==> config.mk <==
export PLATFORM = sky130hd
export DESIGN_NAME = e_mem_compress_writer_flat
export DESIGN_NICKNAME = d
export VERILOG_FILES = /design/src/rtl/e_mem_compress_writer_if.sv /design/src/rtl/e_mem_compress_writer.sv /design/src/flat_wrapper.sv
export SDC_FILE = /design/constraint.sdc
export NUM_CORES = 1
export LEC_CHECK = 0
export ABC_AREA = 1
export CORE_ASPECT_RATIO = 0.8
export CORE_MARGIN = 4
export CORE_UTILIZATION = 55
export CTS_CLUSTER_SIZE = 28
export DETAILED_ROUTE_END_ITERATION = 8
export PLACE_DENSITY = 0.87
export SLEW_MARGIN = 20
export SYNTH_ARGS = -nofsm -noshare
export SYNTH_HDL_FRONTEND = slang
export SYNTH_SLANG_ARGS = --single-unit
==> constraint.sdc <==
create_clock -name clk -period 3.2 [get_ports clk]
set_input_delay 0.64 -clock clk [delete_from_list [all_inputs] [get_ports clk]]
set_output_delay 0.64 -clock clk [all_outputs]
set_load 0.05 [all_outputs]
==> src/rtl/e_mem_compress_writer_if.sv <==
// Row-input / E-memory-write bundle for the compressed check-node writer.
// The master side feeds rows of V2C messages; the slave side is the writer itself.
interface e_mem_compress_writer_if #(
  parameter int ADDRWIDTH = 9,
  parameter int W         = 6,
  parameter int ECOMPSIZE = 47
);
  logic                 start;
  logic [ADDRWIDTH-1:0] addr;
  logic                 q_valid;
  logic [W-1:0]         q_data;
  logic                 q_ready;
  logic [ECOMPSIZE-1:0] DIN;
  logic [ADDRWIDTH-1:0] WR_ADDRESS;
  logic                 wr;
  logic                 busy;
  logic                 done;

  modport master (
    output start, addr, q_valid, q_data,
    input  q_ready, DIN, WR_ADDRESS, wr, busy, done
  );

  modport slave (
    input  start, addr, q_valid, q_data,
    output q_ready, DIN, WR_ADDRESS, wr, busy, done
  );
endinterface

==> src/rtl/e_mem_compress_writer.sv <==
// Compresses one LDPC row of Wc signed V2C messages into {sign, idx, min2, min1}
// and writes the packed word once to the E memory.
module e_mem_compress_writer #(
  parameter int DEPTH     = 512,
  parameter int ADDRWIDTH = 9,
  parameter int Wc        = 32,
  parameter int Wcbits    = 5,
  parameter int W         = 6
) (
  input logic                    clk,
  input logic                    rst,
  e_mem_compress_writer_if.slave bus
);
  localparam int Wabs      = W - 1;
  localparam int ECOMPSIZE = 2 * Wabs + Wcbits + Wc;

  localparam logic [1:0] IDLE  = 2'd0;
  localparam logic [1:0] ACC   = 2'd1;
  localparam logic [1:0] WRITE = 2'd2;

  localparam logic [Wcbits-1:0] CNT_LAST = Wcbits'(Wc - 1);

  generate
    if (DEPTH > (1 << ADDRWIDTH) || Wc > (1 << Wcbits)) begin : g_param_check
      $error("e_mem_compress_writer: ADDRWIDTH or Wcbits too narrow");
    end
  endgenerate

  logic [1:0]           state;
  logic [ADDRWIDTH-1:0] addr_q;
  logic [Wabs-1:0]      min1;
  logic [Wabs-1:0]      min2;
  logic [Wcbits-1:0]    idx;
  logic [Wcbits-1:0]    cnt;
  logic [Wc-1:0]        sign;

  logic [W-1:0]         q_neg;
  logic [Wabs-1:0]      mag;
  logic [Wabs-1:0]      min1_nxt;
  logic [Wabs-1:0]      min2_nxt;
  logic [Wcbits-1:0]    idx_nxt;
  logic [Wc-1:0]        sign_nxt;
  logic [ECOMPSIZE-1:0] packed_nxt;

  assign bus.q_ready = (state == ACC);
  assign bus.busy    = (state == ACC) || (state == WRITE);

  // Saturating magnitude: the most negative code has no positive twin, so it
  // folds onto the largest representable magnitude.
  always_comb begin
    q_neg = -bus.q_data;
    if (!bus.q_data[W-1]) begin
      mag = bus.q_data[Wabs-1:0];
    end else if (q_neg[W-1]) begin
      mag = '1;
    end else begin
      mag = q_neg[Wabs-1:0];
    end
  end

  // NOTE: every always_comb output gets a default first so no path infers a latch.
  always_comb begin
    min1_nxt       = min1;
    min2_nxt       = min2;
    idx_nxt        = idx;
    sign_nxt       = sign;
    sign_nxt[cnt]  = bus.q_data[W-1];
    if (mag < min1) begin
      min2_nxt = min1;
      min1_nxt = mag;
      idx_nxt  = cnt;
    end else if (mag < min2) begin
      min2_nxt = mag;
    end
    packed_nxt = {sign_nxt, idx_nxt, min2_nxt, min1_nxt};
  end

  // NOTE: state registers use non-blocking assignments so every flop samples
  // pre-edge values regardless of statement order.
  always_ff @(posedge clk) begin
    if (rst) begin
      state          <= IDLE;
      addr_q         <= '0;
      min1           <= '1;
      min2           <= '1;
      idx            <= '0;
      sign           <= '0;
      cnt            <= '0;
      bus.DIN        <= '0;
      bus.WR_ADDRESS <= '0;
      bus.wr         <= 1'b0;
      bus.done       <= 1'b0;
    end else begin
      case (state)
        IDLE: begin
          if (bus.start) begin
            addr_q <= bus.addr;
            min1   <= '1;
            min2   <= '1;
            idx    <= '0;
            sign   <= '0;
            cnt    <= '0;
            state  <= ACC;
          end
        end

        ACC: begin
          if (bus.q_valid) begin
            min1 <= min1_nxt;
            min2 <= min2_nxt;
            idx  <= idx_nxt;
            sign <= sign_nxt;
            cnt  <= cnt + 1'b1;
            // The final beat is folded straight into the output word.
            if (cnt == CNT_LAST) begin
              bus.DIN        <= packed_nxt;
              bus.WR_ADDRESS <= addr_q;
              bus.wr         <= 1'b1;
              bus.done       <= 1'b1;
              state          <= WRITE;
            end
          end
        end

        WRITE: begin
          bus.wr   <= 1'b0;
          bus.done <= 1'b0;
          state    <= IDLE;
        end

        default: begin
          bus.wr   <= 1'b0;
          bus.done <= 1'b0;
          state    <= IDLE;
        end
      endcase
    end
  end
endmodule

==> src/flat_wrapper.sv <==
// flat-port wrapper written by rule: the top's interface ports become plain ports
module e_mem_compress_writer_flat 
#(
  parameter int DEPTH     = 512,
  parameter int ADDRWIDTH = 9,
  parameter int Wc        = 32,
  parameter int Wcbits    = 5,
  parameter int W         = 6
)
  (clk, rst, bus_start, bus_addr, bus_q_valid, bus_q_data, bus_q_ready, bus_DIN, bus_WR_ADDRESS, bus_wr, bus_busy, bus_done);
  e_mem_compress_writer_if #(.ADDRWIDTH(ADDRWIDTH), .W(W), .ECOMPSIZE((2 * (W - 1) + Wcbits + Wc))) bus_i ();
  input logic clk;
  input logic rst;
  input wire logic [$bits(bus_i.start)-1:0] bus_start;
  input wire logic [$bits(bus_i.addr)-1:0] bus_addr;
  input wire logic [$bits(bus_i.q_valid)-1:0] bus_q_valid;
  input wire logic [$bits(bus_i.q_data)-1:0] bus_q_data;
  output wire logic [$bits(bus_i.q_ready)-1:0] bus_q_ready;
  output wire logic [$bits(bus_i.DIN)-1:0] bus_DIN;
  output wire logic [$bits(bus_i.WR_ADDRESS)-1:0] bus_WR_ADDRESS;
  output wire logic [$bits(bus_i.wr)-1:0] bus_wr;
  output wire logic [$bits(bus_i.busy)-1:0] bus_busy;
  output wire logic [$bits(bus_i.done)-1:0] bus_done;
  assign bus_i.start = bus_start;
  assign bus_i.addr = bus_addr;
  assign bus_i.q_valid = bus_q_valid;
  assign bus_i.q_data = bus_q_data;
  assign bus_q_ready = bus_i.q_ready;
  assign bus_DIN = bus_i.DIN;
  assign bus_WR_ADDRESS = bus_i.WR_ADDRESS;
  assign bus_wr = bus_i.wr;
  assign bus_busy = bus_i.busy;
  assign bus_done = bus_i.done;
  e_mem_compress_writer #(.DEPTH(DEPTH), .ADDRWIDTH(ADDRWIDTH), .Wc(Wc), .Wcbits(Wcbits), .W(W)) u_core (.clk(clk), .rst(rst), .bus(bus_i));
endmodule
### Word-level counts from Yosys, hierarchy flattened

Cells that the tools add are included.

| word-level totals | value |
|---|---|
| register bits | 120 |
| output and inout port bits | 60 |
| logic and storage cells | 61 |

| operators by class | value |
|---|---|
| add/sub/neg operators | 2 |
| $lt $le $gt $ge | 4 |
| equal/unequal tests | 6 |
| mux-type cells | 29 |
| bitwise operators | 1 |
| reduce and logical (&&, ||, !) cells | 9 |

Operators by type and width:

| kind | count |
|---|---|
| $mux 32 | 2 |
| $pmux 32 s2 | 1 |
| $mux 5 | 12 |
| $pmux 5 s2 | 4 |
| $bwmux 32 | 1 |
| $reduce_and 3->1 | 4 |
| $lt 5x5->1 | 2 |
| $lt 5x6->1 const B | 1 |
| $mux 2 | 3 |
| $neg 6->6 | 1 |
| $add 5x1->5 const B | 1 |
| $demux 1 s5 | 1 |
| $eq 5x5->1 const B | 1 |
| $ge 5x1->1 const B | 1 |
| $ne 2x2->1 const B | 2 |
| $pmux 2 s2 | 1 |
| $mux 1 | 3 |
| $eq 2x1->1 const B | 1 |
| $eq 2x2->1 const B | 1 |
| $logic_not 2->1 | 1 |
| $ne 2x1->1 const B | 1 |
| $pmux 1 s2 | 1 |
| $reduce_and 2->1 | 1 |
| $reduce_bool 2->1 | 1 |
| 3 further kinds | 3 |

### Depth between registers and ports, before layout

Gate-level depths: netlist of the first run.

| logic depth | value |
|---|---|
| word-level depth | 8 |
| depth in mapped cells | 18 |

### Worst setup path after synthesis of the first run

No wires, ideal clock.

| timing path | value |
|---|---|
| path kind | input to register |
| from | in bus_q_data[0] |
| to | reg u_core.min2[0] |
| library setup time | 0.059 ns |
| arrival | 2.710 ns |
| path slack | 0.431 ns |
| cell stages on the path | 15 |
| cells stage by stage | inv_1 > ha_1 > or2_2 > o21bai_1 > inv_1 > ha_1 > a21oi_1 > nor2_1 > nor3_1 > nand2_1 > nand2_1 > nand3_1 > nand3_1 > nand2_1 > nand2_1 |

| on the way | value |
|---|---|
| cells in the longest elaborated chain, start to end | 8 |
| elaborated cells between the ends (all ways) | 9 |
| those cells by class | add/sub (1); order compare (2); mux (6) |

RTL lines:

| item | RTL line | source |
|---|---|---|
| from (decl) | flat_wrapper.sv:17 | `input wire logic [$bits(bus_i.q_data)-1:0] bus_q_data;` |
| $neg 6->6 | e_mem_compress_writer.sv:51 | `q_neg = -bus.q_data;` |
| $mux 5 | e_mem_compress_writer.sv:54 | `end else if (q_neg[W-1]) begin` |
| $mux 5 (*) | e_mem_compress_writer.sv:52 | `if (!bus.q_data[W-1]) begin` |
| $lt 5x5->1 | e_mem_compress_writer.sv:72 | `end else if (mag < min2) begin` |
| $mux 5 | e_mem_compress_writer.sv:72 |  |
| $mux 5 (*) | e_mem_compress_writer.sv:68 | `if (mag < min1) begin` |
| $mux 5 (*) | e_mem_compress_writer.sv:108 | `if (bus.q_valid) begin` |
| $pmux 5 s2 (*) | e_mem_compress_writer.sv:94 | `case (state)` |
| to (signal assigned) | e_mem_compress_writer.sv:110 | `min2 <= min2_nxt;` |
| to (decl) | e_mem_compress_writer.sv:32 | `logic [Wabs-1:0] min2;` |

Every way passes the cells marked *; elsewhere a longest branch is shown, timed or not. The select of a mux whose other input is x is not followed.
A chain may end at the register's enable or synchronous reset.

### Worst setup path after layout of the first run

| timing path | value |
|---|---|
| from | in bus_q_data[0] |
| to | reg u_core.bus.DIN[10] |

| on the way | value |
|---|---|
| cells in the longest elaborated chain, start to end | 5 |

RTL lines:

| item | RTL line | source |
|---|---|---|
| $neg 6->6 | e_mem_compress_writer.sv:51 |  |
| $mux 5 | e_mem_compress_writer.sv:54 |  |
| $mux 5 (*) | e_mem_compress_writer.sv:52 |  |
| $lt 5x5->1 (*) | e_mem_compress_writer.sv:68 |  |
| $mux 5 (*) | e_mem_compress_writer.sv:68 |  |
| to (signal assigned) | e_mem_compress_writer.sv:116 | `bus.DIN <= packed_nxt;` |
| to (decl) | e_mem_compress_writer_if.sv:26 | `output q_ready, DIN, WR_ADDRESS, wr, busy, done` |

Every way passes the cells marked *; elsewhere a longest branch is shown, timed or not.

==> impl_metrics.env, run 1 <==
export IMPL_critical_path_class="in2reg"
export IMPL_worst_slew_pin_slew_ps=796
export IMPL_synth_top_area_cell="dfxtp_1"
export IMPL_status="finished, final reports clean"
export IMPL_numPortBuffers=78
export IMPL_hold_viol=0
export IMPL_drv_cap=0
export IMPL_power_leakage_nw=3.12
export IMPL_grt_max_degree=56
export IMPL_fin_crit_sh_pct=94.4
export IMPL_numCtsBuffers=17
export IMPL_rsz0062_at_grt="false"
export IMPL_syn_inst=790
export IMPL_ys_types=33
export IMPL_synthToLayoutAreaGrowth_pct=27.7
export IMPL_grt_pass1_wl_um=25500
export IMPL_dr_pass1_iters=5
export IMPL_num_rows=32
export IMPL_clkTransAtPathRegs_ps=50
export IMPL_die_height_um=98.7
export IMPL_drt_initial_drc_count=625
export IMPL_ctsLongestPathBuffers=2
export IMPL_nFillCells=765
export IMPL_synth_area_top_cells="dfxtp_1 42%, nand2_1 13%, a21oi_1 6.6%"
export IMPL_fmax_mhz=331
export IMPL_io_pins=79
export IMPL_hp_class="reg2reg"
export IMPL_cp_arrival_ps=3330
export IMPL_ant_nets=0
export IMPL_core_area_um2=9850
export IMPL_cts_root_buffer="clkbuf_16"
export IMPL_n_antenna_cell=0
export IMPL_cts_sinks=120
export IMPL_setup_viol_count_final=0
export IMPL_start_util_pct=57.4
export IMPL_ys_seq_elements=120
export IMPL_critPathMaxFanout=5
export IMPL_ys_warn_count=0
export IMPL_fin_skew_ps=8.23
export IMPL_grt_pass1_vias=5388
export IMPL_min_period_ps=3020
export IMPL_synth_nets=825
export IMPL_dp_cells=981
export IMPL_antenna_found_initial=0
export IMPL_remaining_drc_errors=0
export IMPL_die_area_um2=12000
export IMPL_syn_area_um2=5650
export IMPL_route_vias_total=5500
export IMPL_seq_area_frac_synth_pct=42.5
export IMPL_power_density_nw_per_um2=563
export IMPL_cp_start_kind="input port"
export IMPL_syn_area_per_cell_um2=7.16
export IMPL_wirelength_um=15400
export IMPL_wire_per_inst_um=15.2
export IMPL_slew_headroom_pct=46.6
export IMPL_tns_ps=0
export IMPL_drv_slew=0
export IMPL_grtUsageTotal_pct=26.1
export IMPL_vias_per_cell=5.41
export IMPL_drive_gt1_share_pct=8.74
export IMPL_die_x_um=121
export IMPL_hpwl_um=10100
export IMPL_cp_required_ps=3500
export IMPL_cts_tree="yes"
export IMPL_cp_end_kind="flip-flop"
export IMPL_place_congestion=0.886
export IMPL_fin_cells=1017
export IMPL_htreeDepth=4
export IMPL_clk_latency_ps=410
export IMPL_num_nets_final=903
export IMPL_yosysTopAreaCellShare_pct=42.5
export IMPL_ir_drop_v=0.000428
export IMPL_grt_overflow=0
==> kinds of logic (layout without fill, tap and decap cells) <==
logic type                 after synthesis  after routing  synth area share, %
xor gates and xnor gates                 1              1                0.155
buffers and inverters                  132            223                 9.56
DFF                                    120            120                 42.5
adders and majority gates               16             16                 3.54
and+or+nand+nor                        306            306                 22.6
AOI/OAI and AO/OA                      215            215                 21.6
==> placed cells by master (no fill, tap or decap), drive strengths merged <==
cell type	count
bufinv	3
inv	84
nand4	1
nand2	209
or2	4
a31oi	15
ha	16
nor3b	1
nor2	43
a21oi	76
dfxtp	120
nand3	46
o21a	9
o21ai	74
clkinv	6
buf	27
o21bai	34
a21o	5
clkbuf	24
clkdlybuf4s50	77
o211ai	2
nor3	2
clkinvlp	2
xor2	1
==> cell usage after synthesis (all sizes together) <==
library cell and n:
dfxtp 120, inv 84, xor2 1, o21bai 34, o21a 9, buf 15
nor2 43, nor3b 1, clkbuf 30, o211ai 2, nand3 46, clkinv 3
a21oi 76, nand2 209, nand4 1, a31oi 15, nor3 2, a21o 5
o21ai 74, or2 4, ha 16
==> registers in the layout (all words and copies together), names as in the netlist <==
| register | count |
|---|---|
| u_core.addr_q | 9 |
| u_core.min2 | 5 |
| u_core.bus.DIN | 47 |
| u_core.sign | 32 |
| u_core.bus.WR_ADDRESS | 9 |
| u_core.bus.wr | 1 |
| u_core.min1 | 5 |
| u_core.cnt | 5 |
| u_core.state | 2 |
| u_core.idx | 5 |
==> per-stage QoR <==
stage | total power (W) | area, um2 | util (%) | hold WS [ps] | setup slack, ps
detailed placement | 0.00215 | 6570 | 66.7 | 452 | -244
global route | 0.00421 | 7220 | 73.3 | 477 | 0.944
global placement | 0.00213 | 6570 | 66.7 | 447 | -74.9
CTS | 0.00404 | 7160 | 72.7 | 460 | 195
finish | 0.00406 | 7220 | 73.3 | 459 | 179
floorplan | 0.00199 | 5650 | - | 439 | 431
==> worst max-delay path, cell delays in order <==
cell             delay, ps
clkdlybuf4s50_1        490
inv_1                   70
ha_1                   220
inv_1                   70
nand2_1                 60
xor2_1                 150
inv_1                   80
nor2_2                 100
inv_1                   90
ha_1                   320
a21oi_1                170
o21a_1                 220
buf_4                  140
buf_4                  120
nand3_1                120
nand2_1                110
a21o_1                 110
inv_1                   40
==> per-layer routing <==
metal | wire [um] | vias to the layer above | share of wire, % | GRT usage, %
met5 | 0 | - | 0 | 0
met4 | 156 | 0 | 1.0 | 7.15
met3 | 1240 | 16 | 8.0 | 6.02
met2 | 7300 | 240 | 47 | 43.0
met1 | 6760 | 2522 | 44 | 34.4
li1 | - | 2722 | - | -
==> worst paths after layout <==
path | from | to | slack (ps) | depth (start not counted)
worst max-delay path | bus_q_data[0] | u_core.bus.DIN[10] | 180 | 18
worst min-delay path | u_core.sign[25] | u_core.sign[25] | 460 | 2
worst max register to register | u_core.cnt[1] | u_core.bus.DIN[41] | 580 | 10
worst min register to register | u_core.sign[25] | u_core.sign[25] | 460 | 2
==> layout make-up <==
type / instances / area [um2] / share of cell area, %
multi-input combinational: 538 / 2720 / 37.6
clock inverter: 8 / 120 / 1.66
clock buffer: 24 / 472 / 6.53
sequential: 120 / 2400 / 33.3
tap: 136 / 170 / 2.36
inverter: 87 / 329 / 4.56
timing repair buffer: 104 / 1010 / 14.0
==> repair_timing <==
item	in CTS	in global routing
gates resized for setup	0	2
setup buffers	0	4
setup endpoints to repair	0	11
hold buffers	0	0
==> power by group <==
group | switching [W] | total (W) | internal, W
clock | 0.000641 | 0.00190 | 0.00126
sequential | 0.0000282 | 0.00157 | 0.00154
combinational | 0.000401 | 0.000595 | 0.000194
Note: power is estimated with default switching activity, not from simulation.
==> inputs of run 2 (changes only) <==
- CTS_BUF_LIST: not set -> sky130_fd_sc_hd__clkbuf_16
- PLACE_DENSITY: 0.87 -> 0.89
==> run 2 against run 1 <==
Compared with the run above:
- total power is 5.9% lower
- worst setup slack better by 75 ps
- maximum frequency rose by 2.5%
- sequential share of layout area rose by 0.58 points
- worst hold slack improved by 4.3 ps
- clock skew down 2.3 ps
- cell area decreased by 1.7%
- first-iteration DRC count is 26% lower
==> impl_metrics.env, run 2 (synthesis results as in run 1) <==
export IMPL_multi_input_area_um2=2710
export IMPL_wirelength_um=14400
export IMPL_cp_arrival_ps=3300
export IMPL_hp_class="reg2reg"
export IMPL_grt_pass1_vias=4972
export IMPL_cts_tree="yes"
export IMPL_holdBufCountCts=0
export IMPL_n_antenna_cell=0
export IMPL_remaining_drc_errors=0
export IMPL_route_vias_total=5491
export IMPL_switching_share_pct=27.9
export IMPL_ir_drop_v=0.000321
export IMPL_min_period_ps=2950
export IMPL_dr_pass1_iters=6
export IMPL_htreeDepth=4
export IMPL_fin_skew_ps=5.95
export IMPL_synthToLayoutAreaGrowth_pct=25.5
export IMPL_cts_sinks=120
export IMPL_status="finished, final reports clean"
export IMPL_cp_end_kind="flip-flop"
export IMPL_rsz0062_at_grt="false"
export IMPL_regArea_um2=2400
export IMPL_fin_cells=1016
export IMPL_slew_headroom_pct=57.0
export IMPL_start_util_pct=57.4
export IMPL_ant_nets=0
export IMPL_vias_per_cell=5.40
export IMPL_p_int_w=0.00275
export IMPL_drv_slew=0
export IMPL_hold_viol=0
export IMPL_pwr_share_seq_pct=40.9
export IMPL_critical_path_class="in2reg"
export IMPL_p_sw_w=0.00107
export IMPL_setup_viol_count_final=0
export IMPL_cts_root_buffer="clkbuf_16"
export IMPL_io_pins=79
export IMPL_num_rows=32
export IMPL_antenna_found_initial=0
export IMPL_power_share_combinational_pct=15.0
export IMPL_drive_gt1_share_pct=8.07
export IMPL_drt_initial_drc_count=461
export IMPL_drv_cap=0
export IMPL_grt_max_degree=56
export IMPL_ctsLongestPathBuffers=2
export IMPL_grt_pass1_wl_um=23600
export IMPL_fmax_mhz=339
export IMPL_grt_overflow=0
export IMPL_clk_latency_ps=410
export IMPL_regMostFlops="u_core.bus.DIN"
export IMPL_layout_commonest_cell="nand2_1"
export IMPL_clkPwrFrac_pct=44.1
export IMPL_hold_worst_slack_ps=464
export IMPL_num_nets_final=902
export IMPL_wire_per_inst_um=14.1
export IMPL_worst_slew_pin_slew_ps=644
export IMPL_grtUsageTotal_pct=24.3
export IMPL_layout_common_cells="202 x nand2_1, 120 x dfxtp_1, 82 x inv_1, 77 x clkdlybuf4s50_1, 75 x a21oi_1"
export IMPL_clkTransAtPathRegs_ps=50
export IMPL_power_leakage_nw=3.08
export IMPL_hpwl_um=9160
export IMPL_core_area_um2=9850
export IMPL_die_x_um=121
export IMPL_nFillCells=790
export IMPL_die_height_um=98.7
export IMPL_post_cts_buffers=0
export IMPL_cp_start_kind="input port"
export IMPL_largestRegisters="u_core.bus.DIN (47), u_core.sign (32)"
export IMPL_p_total_w=0.00382
export IMPL_critPathMaxFanout=6
export IMPL_numPortBuffers=78
export IMPL_fin_crit_sh_pct=92.1
export IMPL_ctsResizeCount=0
export IMPL_die_area_um2=12000
export IMPL_place_congestion=0.918
export IMPL_power_density_nw_per_um2=539
export IMPL_cp_required_ps=3550
export IMPL_largest_reg_flops=47
export IMPL_numCtsBuffers=17
export IMPL_dp_cells=984
run 2: changes by cell type in the layout (fill, tap and decap cells not counted), moves of 2 or more:
cell       previous run  this run
inv_1                80        82
bufinv_16             3         1
buf_12                3         0
clkinv_1              3         9
buf_4                23        25
clkbuf_8              2         0
clkbuf_1              5         0
run 2: per-stage QoR:
step | TNS [ps] | cell area, um2 | util (%) | setup WS, ps
after global placement | 0 | 6580 | 66.8 | 4.26
after detailed placement | -1180 | 6580 | 66.8 | -89.3
after CTS | 0 | 7100 | 72.0 | 301
final | 0 | 7100 | 72.0 | 253
after global routing | 0 | 7100 | 72.0 | 3.68
after floorplan | 0 | 5650 | - | 431
run 2: path summary, 6_finish.rpt:
kind / cells after the start / from / to / slack (ps)
max: 17 / bus_q_data[0] / u_core.min2[1] / 250
min: 2 / u_core.addr_q[1] / u_core.bus.WR_ADDRESS[1] / 460
max reg2reg: 10 / u_core.state[1] / u_core.sign[14] / 1070
min reg2reg: 2 / u_core.addr_q[1] / u_core.bus.WR_ADDRESS[1] / 460
run 2: worst max-delay path, stage by stage:
cell and delay [ps]:
clkdlybuf4s50_1 470, inv_1 50, ha_1 270, or2_2 290, o21bai_1 210, inv_1 110, ha_1 210, a21oi_1 140
nor2_1 50, nor3_1 130, buf_4 160, nand2_1 140, nand2_1 90, nand3_1 80, nand3_1 80, nand2_1 80
nand2_1 70
run 2: per-layer routing:
| metal | wire, um | up-vias | track usage [%] |
|---|---|---|---|
| met4 | 177 | 0 | 6.80 |
| met2 | 6430 | 253 | 36.9 |
| met1 | 6380 | 2489 | 33.2 |
| met3 | 1390 | 21 | 7.86 |
| met5 | 0 | - | 0 |
| li1 | - | 2728 | - |
run 2: final cells by class:
cell class	count	area share [%]
multi-input combinational	538	38.2
sequential	120	33.9
timing repair buffer	103	13.6
clock buffer	17	6.00
inverter	87	4.64
tap	136	2.40
clock inverter	15	1.34
run 2: power by group through the flow:
stage / sequential, W / clock [W] / combinational [W]
floorplan: 0.00159 / 0 / 0.000403
global placement: 0.00159 / 0 / 0.000545
detailed placement: 0.00159 / 0 / 0.000555
CTS: 0.00156 / 0.00169 / 0.000564
global route: 0.00157 / 0.00177 / 0.000628
finish: 0.00156 / 0.00169 / 0.000572
